$ cat config.mk
export PLATFORM = sky130hd
export DESIGN_NAME = screen_ctrl
export DESIGN_NICKNAME = d
export VERILOG_FILES = /design/src/rtl/screen_pkg.sv /design/src/rtl/edge_detect.sv /design/src/rtl/screen_ctrl.sv
export SDC_FILE = /design/constraint.sdc
export NUM_CORES = 1
export LEC_CHECK = 0
export BUFFER_PORTS_ARGS = -buffer_cell sky130_fd_sc_hd__buf_2
export CORE_MARGIN = 2
export CORE_UTILIZATION = 25
export CTS_CLUSTER_SIZE = 16
export DETAILED_ROUTE_END_ITERATION = 6
export PLACE_DENSITY = 0.48
export SYNTH_ARGS = -nofsm -noshare
export SYNTH_HDL_FRONTEND = slang
export SYNTH_SLANG_ARGS = --single-unit
export TNS_END_PERCENT = 20
$ cat constraint.sdc
create_clock -name clk -period 3.11 [get_ports clk]
set_input_delay 0.311 -clock clk [delete_from_list [all_inputs] [get_ports clk]]
set_output_delay 0.311 -clock clk [all_outputs]
set_load 0.02 [all_outputs]
$ cat src/rtl/screen_pkg.sv
// Shared screen encoding and default sizing for the tower game display path.
package screen_pkg;

  typedef enum logic [2:0] {
    S_START   = 3'd0,
    S_PLAY    = 3'd1,
    S_PAUSE   = 3'd2,
    S_LVLDONE = 3'd3,
    S_OVER    = 3'd4,
    S_WIN     = 3'd5
  } screen_t;

  localparam int N_LEVELS_DEF    = 4;
  localparam int HOLD_FRAMES_DEF = 60;

  // Screens that start a fresh hold period when entered.
  function automatic logic is_hold_screen(input screen_t s);
    return (s == S_LVLDONE) || (s == S_OVER) || (s == S_WIN);
  endfunction

endpackage

$ cat src/rtl/edge_detect.sv
// Rising-edge detector for level key inputs; press is combinational, one cycle wide.
// The first cycle after reset only captures the keys, so a key held through reset never reads as a press.
module edge_detect #(
  parameter int W = 1
) (
  input  logic         clk,
  input  logic         rst_n,
  input  logic [W-1:0] d_i,
  output logic [W-1:0] press_o
);

  logic [W-1:0] key_q, key_d;
  logic         armed_q, armed_d;

  always_comb begin
    key_d   = d_i;
    armed_d = 1'b1;
  end

  always_ff @(posedge clk or negedge rst_n) begin
    if (!rst_n) begin
      key_q   <= '0;
      armed_q <= 1'b0;
    end else begin
      key_q   <= key_d;
      armed_q <= armed_d;
    end
  end

  assign press_o = armed_q ? (d_i & ~key_q) : '0;

endmodule

$ cat src/rtl/screen_ctrl.sv
// Screen sequencer: keys and gameplay events queue one request, committed on the next frame_tick.
// Press-to-screen latency is at most one frame plus two cycles; all outputs are registered.
module screen_ctrl
  import screen_pkg::*;
#(
  parameter  int N_LEVELS    = N_LEVELS_DEF,
  parameter  int HOLD_FRAMES = HOLD_FRAMES_DEF,
  localparam int LVL_W       = $clog2(N_LEVELS)
) (
  input  logic             clk,
  input  logic             rst_n,
  input  logic             frame_tick,
  input  logic             key_enter,
  input  logic             key_space,
  input  logic             key_esc,
  input  logic             player_dead,
  input  logic             level_done,
  output screen_t          screen_sel,
  output logic             game_run,
  output logic [LVL_W-1:0] level_idx,
  output logic             level_load
);

  localparam int               HOLD_W   = $clog2(HOLD_FRAMES + 1);
  localparam logic [HOLD_W-1:0] HOLD_MAX = HOLD_W'(HOLD_FRAMES);
  localparam logic [LVL_W-1:0]  LVL_LAST = LVL_W'(N_LEVELS - 1);

  logic [2:0] press;
  logic       confirm, esc_press;

  edge_detect #(.W(3)) u_keys (
    .clk     (clk),
    .rst_n   (rst_n),
    .d_i     ({key_esc, key_space, key_enter}),
    .press_o (press)
  );

  assign confirm   = press[0] | press[1];
  assign esc_press = press[2];

  screen_t           state_q, state_d, pend_state_q, pend_state_d, req_state;
  logic              pend_vld_q, pend_vld_d, req_vld;
  logic [HOLD_W-1:0] hold_q, hold_d;
  logic [LVL_W-1:0]  lvl_q, lvl_d;
  logic              run_q, run_d, load_q, load_d;
  logic              hold_exp, commit;

  assign hold_exp = (hold_q == HOLD_MAX);
  assign commit   = frame_tick & pend_vld_q;

  always_comb begin
    req_vld   = 1'b0;
    req_state = state_q;
    case (state_q)
      S_START: if (confirm) begin
        req_vld   = 1'b1;
        req_state = S_PLAY;
      end
      S_PLAY: begin
        // Death outranks level completion when both arrive together.
        if (player_dead) begin
          req_vld   = 1'b1;
          req_state = S_OVER;
        end else if (level_done) begin
          req_vld   = 1'b1;
          req_state = S_LVLDONE;
        end else if (esc_press) begin
          req_vld   = 1'b1;
          req_state = S_PAUSE;
        end
      end
      S_PAUSE: if (esc_press || confirm) begin
        req_vld   = 1'b1;
        req_state = S_PLAY;
      end
      S_LVLDONE: if (hold_exp) begin
        req_vld   = 1'b1;
        req_state = (lvl_q == LVL_LAST) ? S_WIN : S_PLAY;
      end
      S_OVER, S_WIN: if (hold_exp && confirm) begin
        req_vld   = 1'b1;
        req_state = S_START;
      end
      default: ;
    endcase
  end

  always_comb begin
    state_d      = state_q;
    pend_vld_d   = pend_vld_q;
    pend_state_d = pend_state_q;
    hold_d       = hold_q;
    lvl_d        = lvl_q;
    run_d        = run_q;
    load_d       = 1'b0;
    if (frame_tick && !hold_exp) hold_d = hold_q + HOLD_W'(1);
    if (commit) begin
      pend_vld_d = 1'b0;
      state_d    = pend_state_q;
      run_d      = (pend_state_q == S_PLAY);
      // The entry tick itself must not count toward the hold.
      if (is_hold_screen(pend_state_q)) hold_d = '0;
      if (pend_state_q == S_PLAY && state_q == S_START) begin
        lvl_d  = '0;
        load_d = 1'b1;
      end else if (pend_state_q == S_PLAY && state_q == S_LVLDONE) begin
        lvl_d  = lvl_q + LVL_W'(1);
        load_d = 1'b1;
      end
    end else if (!pend_vld_q && req_vld) begin
      pend_vld_d   = 1'b1;
      pend_state_d = req_state;
    end
  end

  always_ff @(posedge clk or negedge rst_n) begin
    if (!rst_n) begin
      state_q      <= S_START;
      pend_vld_q   <= 1'b0;
      pend_state_q <= S_START;
      hold_q       <= '0;
      lvl_q        <= '0;
      run_q        <= 1'b0;
      load_q       <= 1'b0;
    end else begin
      state_q      <= state_d;
      pend_vld_q   <= pend_vld_d;
      pend_state_q <= pend_state_d;
      hold_q       <= hold_d;
      lvl_q        <= lvl_d;
      run_q        <= run_d;
      load_q       <= load_d;
    end
  end

  assign screen_sel = state_q;
  assign game_run   = run_q;
  assign level_idx  = lvl_q;
  assign level_load = load_q;

endmodule

Yosys cells after proc, flatten, opt, wreduce, memory -nomap -nowiden
Index checks and enable logic that the tools add are counted.
Word-level totals
  register bits: 21
  input bits: 8
  output and inout bits: 7
  logic and storage cells: 71
Operators by class
  add/subtract/negate cells: 2
  equal/unequal tests: 11
  muxes and demuxes: 28
  bitwise gates (word level): 5
  reduce and logical (&&, ||, !) cells: 16
Operators by type and width (number)
  $mux 3: 9
  $mux 6: 3
  $pmux 3 s5: 1
  $eq 3x3->1 const B: 4
  $mux 1: 12
  $eq 3x2->1 const B: 3
  $add 6x1->6 const B: 1
  $eq 3x1->1 const B: 2
  $eq 6x6->1 const B: 1
  $logic_and 1x1->1: 5
  $pmux 1 s5: 1
  $mux 2: 2
  $reduce_and 2->1: 2
  $reduce_bool 2->1: 2
  $and 3x3->3: 1
  $logic_not 3->1: 1
  $logic_or 1x1->1: 3
  $not 3->3: 1
  $add 2x1->2 const B: 1
  $eq 2x2->1 const B: 1
  $logic_not 1->1: 2
  $reduce_or 2->1: 1
  $and 1x1->1: 1
  $not 1->1: 1
  $or 1x1->1: 1

Depth between registers and ports, before layout
  depth after elaboration: 10
  gate-level depth with buffers: 7
  gate-level depth less buffers: 7

Modules after synthesis
Synthesis repeated with hierarchy kept, for this count alone.
Second synthesis, totals
  cells, all modules: 103
  area, all modules: 1088.5 µm²
By module, submodules not included
  screen_ctrl: instances 1, cells an instance 95, area an instance 958.4 µm², seq. area each 425.4 µm²
  edge_detect: instances 1, cells an instance 8, area an instance 130.1 µm², seq. area each 100.1 µm²

Worst setup path after synthesis
OpenSTA, ideal clock, no wires.
  kind: reg2reg
  start point: reg hold_q[0]
  end point: reg pend_state_q[0]
  library setup time: 125 ps
  data arrival time: 1686 ps
  required time: 2985 ps
  slack: 1299 ps
  cell stages (with the launch flop): 8
  path buffers: 0
  period minus slack after synthesis: 1811 ps
  path through: dfrtp_1 -> inv_1 -> ha_1 -> nand4_2 -> or2_4 -> o21a_1 -> a211o_1 -> mux2_4
On the way
  word-level cells in the longest chain between the ends: 6
  elaborated cells on any way between the ends: 10
  classes of those cells: 1 x eq/ne; 6 x mux; 3 x reduce/logical
RTL lines
  start: declaration: line screen_ctrl.sv:43  | logic [HOLD_W-1:0] hold_q, hold_d;
  start signal: assignment: line screen_ctrl.sv:129  | hold_q <= hold_d;
  $eq 6x6->1 *: line screen_ctrl.sv:48  | assign hold_exp = (hold_q == HOLD_MAX);
  $logic_and 1x1->1: line screen_ctrl.sv:80  | S_OVER, S_WIN: if (hold_exp && confirm) begin
  $mux 1: line screen_ctrl.sv:80
  $pmux 1 s5: line screen_ctrl.sv:54  | case (state_q)
  $logic_and 1x1->1: line screen_ctrl.sv:110  | end else if (!pend_vld_q && req_vld) begin
  $reduce_and 2->1 (no source line)
  end signal: assignment: line screen_ctrl.sv:128  | pend_state_q <= pend_state_d;
  end: declaration: line screen_ctrl.sv:41  | screen_t state_q, state_d, pend_state_q, pend_state_d, req_state;
Every way passes the cells marked *; elsewhere a longest branch is shown, timed or not.
A chain may end at the register's enable or synchronous reset.

Worst setup path in the final report
Same ends and word-level chain as after synthesis.

==> summary.txt <==
Routing
  – 1st-iter DRT viols: 26
  – Antenna Nets Post-Route: 0
  – Highest metal used: met4
  – Vias post-DR: between 800 and 900
  – Met2 routed WL: 961 um
  – WL final: 2122 um
  – DR pass1 iterations: 4
  – DRC: 0
  – DR WL met3: 51 um
  – Vias per cell: 4.680
  – Wire per inst: 12.13 um
  – Metal-1 WL: between 1000 and 1500 um

Floorplanning
  – Core Area: approximately 0.0044 mm2
  – Die width: 71.34 um
  – I/O pin count: 15
  – Initial core utilization: 0.2603
  – Die Ht: slightly above 70 um
  – Die Footprint: 0.005089 mm2
  – Rows: 24

Setup path
  – R2r setup slk: 1190 ps
  – Startpoint types: register
  – CP Class: register to register
  – Reg2Reg Depth: 7
  – Maximum fanout along the worst path: 5
  – Crit. End Element: register
  – Arrival time worst endpoint: 2070 ps
  – Reg2reg start: hold_q[0]$_DFF_PN0_
  – End of the worst register-to-register path: pend_state_q[0]$_DFFE_PN0P_
  – Required time worst endpoint: 3260 ps

Final layout
  – Final #Nets: 135
  – Final Util: 0.2971
  – Layout area overhead: 14.13%
  – Share of layout cells above drive strength 1: 0.2439
  – Fill cell count: approximately 440
  – Flip-flop and latch area: 525.5 um2
  – # diodes: 0
  – Most frequent cells in the layout: dfrtp_1, buf_2, nor2_1
  – Multi-input logic area: about 560 um2
  – Most common cell after layout, fill and taps aside: dfrtp_1

STA
  – Final worst setup slack: 1194 ps
  – Final slew viol count: 0
  – RSZ-0062 raised after global routing: false
  – Post-route clock period utilization: 0.6161
  – Minimum clock period: 1916 ps
  – Worst hold slack: -4.169 ps
  – Fmax: 0.5219 GHz
  – Slew HR: 0.6078
  – Setup TNS: 0 ps
  – Final count of hold timing violations: 11
  – Final setup viols: 0
  – Worst Skew: 6.442 ps
  – Least-Margin Pin Slew: 582.2 ps

Place
  – PortBufs: 14
  – Pre-CTS setup slack: 1187 ps
  – RD Place Congestion: 0.7999
  – Hpwl dp: 1636 um

Clock network
  – Clock insertion delay at the later pin of the skew report: 260 ps
  – Worst-path clk slew: 80 ps
  – Hold_buf cts: 0
  – Root Buffer: clkbuf_8
  – CTS sink count: 21
  – Clock Path Buffers: 2
  – Total CTS buffers: 3
  – Htree depth: 1
  – Post-CTS sizing: 0
  – Setup bufs post-CTS: 0
  – CTS tree: done

Status
  – Status: complete, but fails checks
  – Failing checks: negative hold slack

Logic synthesis
  – Post-synth EDFFs: 0
  – Syn_nets: around 120
  – Post-synthesis cell area: 0.001134 mm2
  – Flop and latch count out of synthesis: 21
  – Sequential area share after synthesis: 0.4636
  – Netlist cell types: 42
  – Ys async rst share: 1.000
  – Warnings, synthesis: 0
  – Post-synthesis cell count: 108
  – Top FF cell, synth: dfrtp_1
  – Syn Area/Cell: 10.50 um2

Min path
  – Hold crit path type: primary input to asynchronous set/reset pin

Power
  – Peak supply drop: between 200 and 250 uV
  – Tot Pwr: approximately 1.1 mW
  – Cell Pwr Density: 862.1 mW/mm2
  – Leak pwr: just under 0.6 nW

Global route
  – Largest net degree at the start of global routing: 22
  – Gr ovfl total: 0
  – Vias in the first global route: 802
  – GRT Util Overall: 0.09263
  – Initial antenna violation count: 0
  – Global-route wire length before repair: 3801 um

Job
  – # Max-Cap Violations: 0
## worst max path at each step
stage	slack, ps	cells past startpoint	from	end
2_1_floorplan	1300	7	hold_q[0]$_DFF_PN0_	pend_state_q[0]$_DFFE_PN0P_
3_3_place_gp	1250	7	hold_q[0]$_DFF_PN0_	pend_state_q[0]$_DFFE_PN0P_
3_5_place_dp	1190	7	hold_q[0]$_DFF_PN0_	pend_state_q[0]$_DFFE_PN0P_
4_1_cts	1190	7	hold_q[0]$_DFF_PN0_	pend_state_q[0]$_DFFE_PN0P_
5_1_grt	1070	7	hold_q[0]$_DFF_PN0_	pend_state_q[0]$_DFFE_PN0P_
6_report	1190	7	hold_q[0]$_DFF_PN0_	pend_state_q[0]$_DFFE_PN0P_
## metal layers
layer | vias to the layer above | global-route usage
met2 | 10 | 0.1368
met1 | 394 | 0.1326
met5 | - | 0
li1 | 413 | -
met3 | 2 | 0.01406
met4 | 0 | 0.04403
## synthesized netlist by cell type, types with 3 or more instances
| cell type | instances | area share |
|---|---|---|
| o21ai_0 | 6 | 0.026 |
| inv_1 | 5 | 0.017 |
| ha_1 | 3 | 0.033 |
| nor2_1 | 8 | 0.026 |
| nand3b_1 | 3 | 0.020 |
| mux2_2 | 5 | 0.050 |
| nor3_1 | 6 | 0.026 |
| dfrtp_1 | 21 | 0.46 |
| a21oi_1 | 5 | 0.022 |
| a31oi_1 | 3 | 0.017 |
| nand2_1 | 5 | 0.017 |
## logic make-up (layout without fill, tap and decap cells)
kind of cell    count (synthesis)  after routing  synth area share
compound gates                 22             22            0.1236
other cells                     1              1          0.003308
simple gates                   40             40            0.2219
mux                             8              8           0.08277
buf+inv                         9             24           0.04083
flops                          21             21            0.4636
xor+xnor                        4              4           0.03091
fa+ha+maj                       3              3           0.03312
## flip-flops by register name (all words and copies together), names as in the netlist
signal	count
pend_vld_q	1
game_run	1
u_keys.key_q	3
pend_state_q	3
level_load	1
level_idx	2
hold_q	6
screen_sel	3
u_keys.armed_q	1
## worst max-delay path, cell delays in order (launching register included)
cell	delay, ps
dfrtp_1	400
inv_1	110
ha_1	170
nand4_2	130
or2_4	280
o21a_1	200
a211o_1	280
mux2_4	250
## power by group
part	internal, mW	total [mW]	switching (mW)
registers	0.368	0.490	0.122
logic	0.207	0.443	0.236
clock network	0.0903	0.182	0.0918
total	0.665	1.12	0.450
## stage by stage
step	hold slack [ps]	std cells	cell area [um2]
finish	-4.169	175	1294
global route	25.14	175	1294
CTS	10.60	175	1294
detailed placement	296.6	171	1245
global placement	299.9	171	1245
floorplan	15.41	108	1134
## layout make-up
class / count / area share
clock inverter: 1 / 0.005803
clock buffer: 3 / 0.03191
timing repair buffer: 14 / 0.05416
sequential: 21 / 0.4062
inverter: 6 / 0.01741
tap: 52 / 0.05029
multi-input combinational: 78 / 0.4342
No activity file was read; power rests on OpenSTA's default activity.
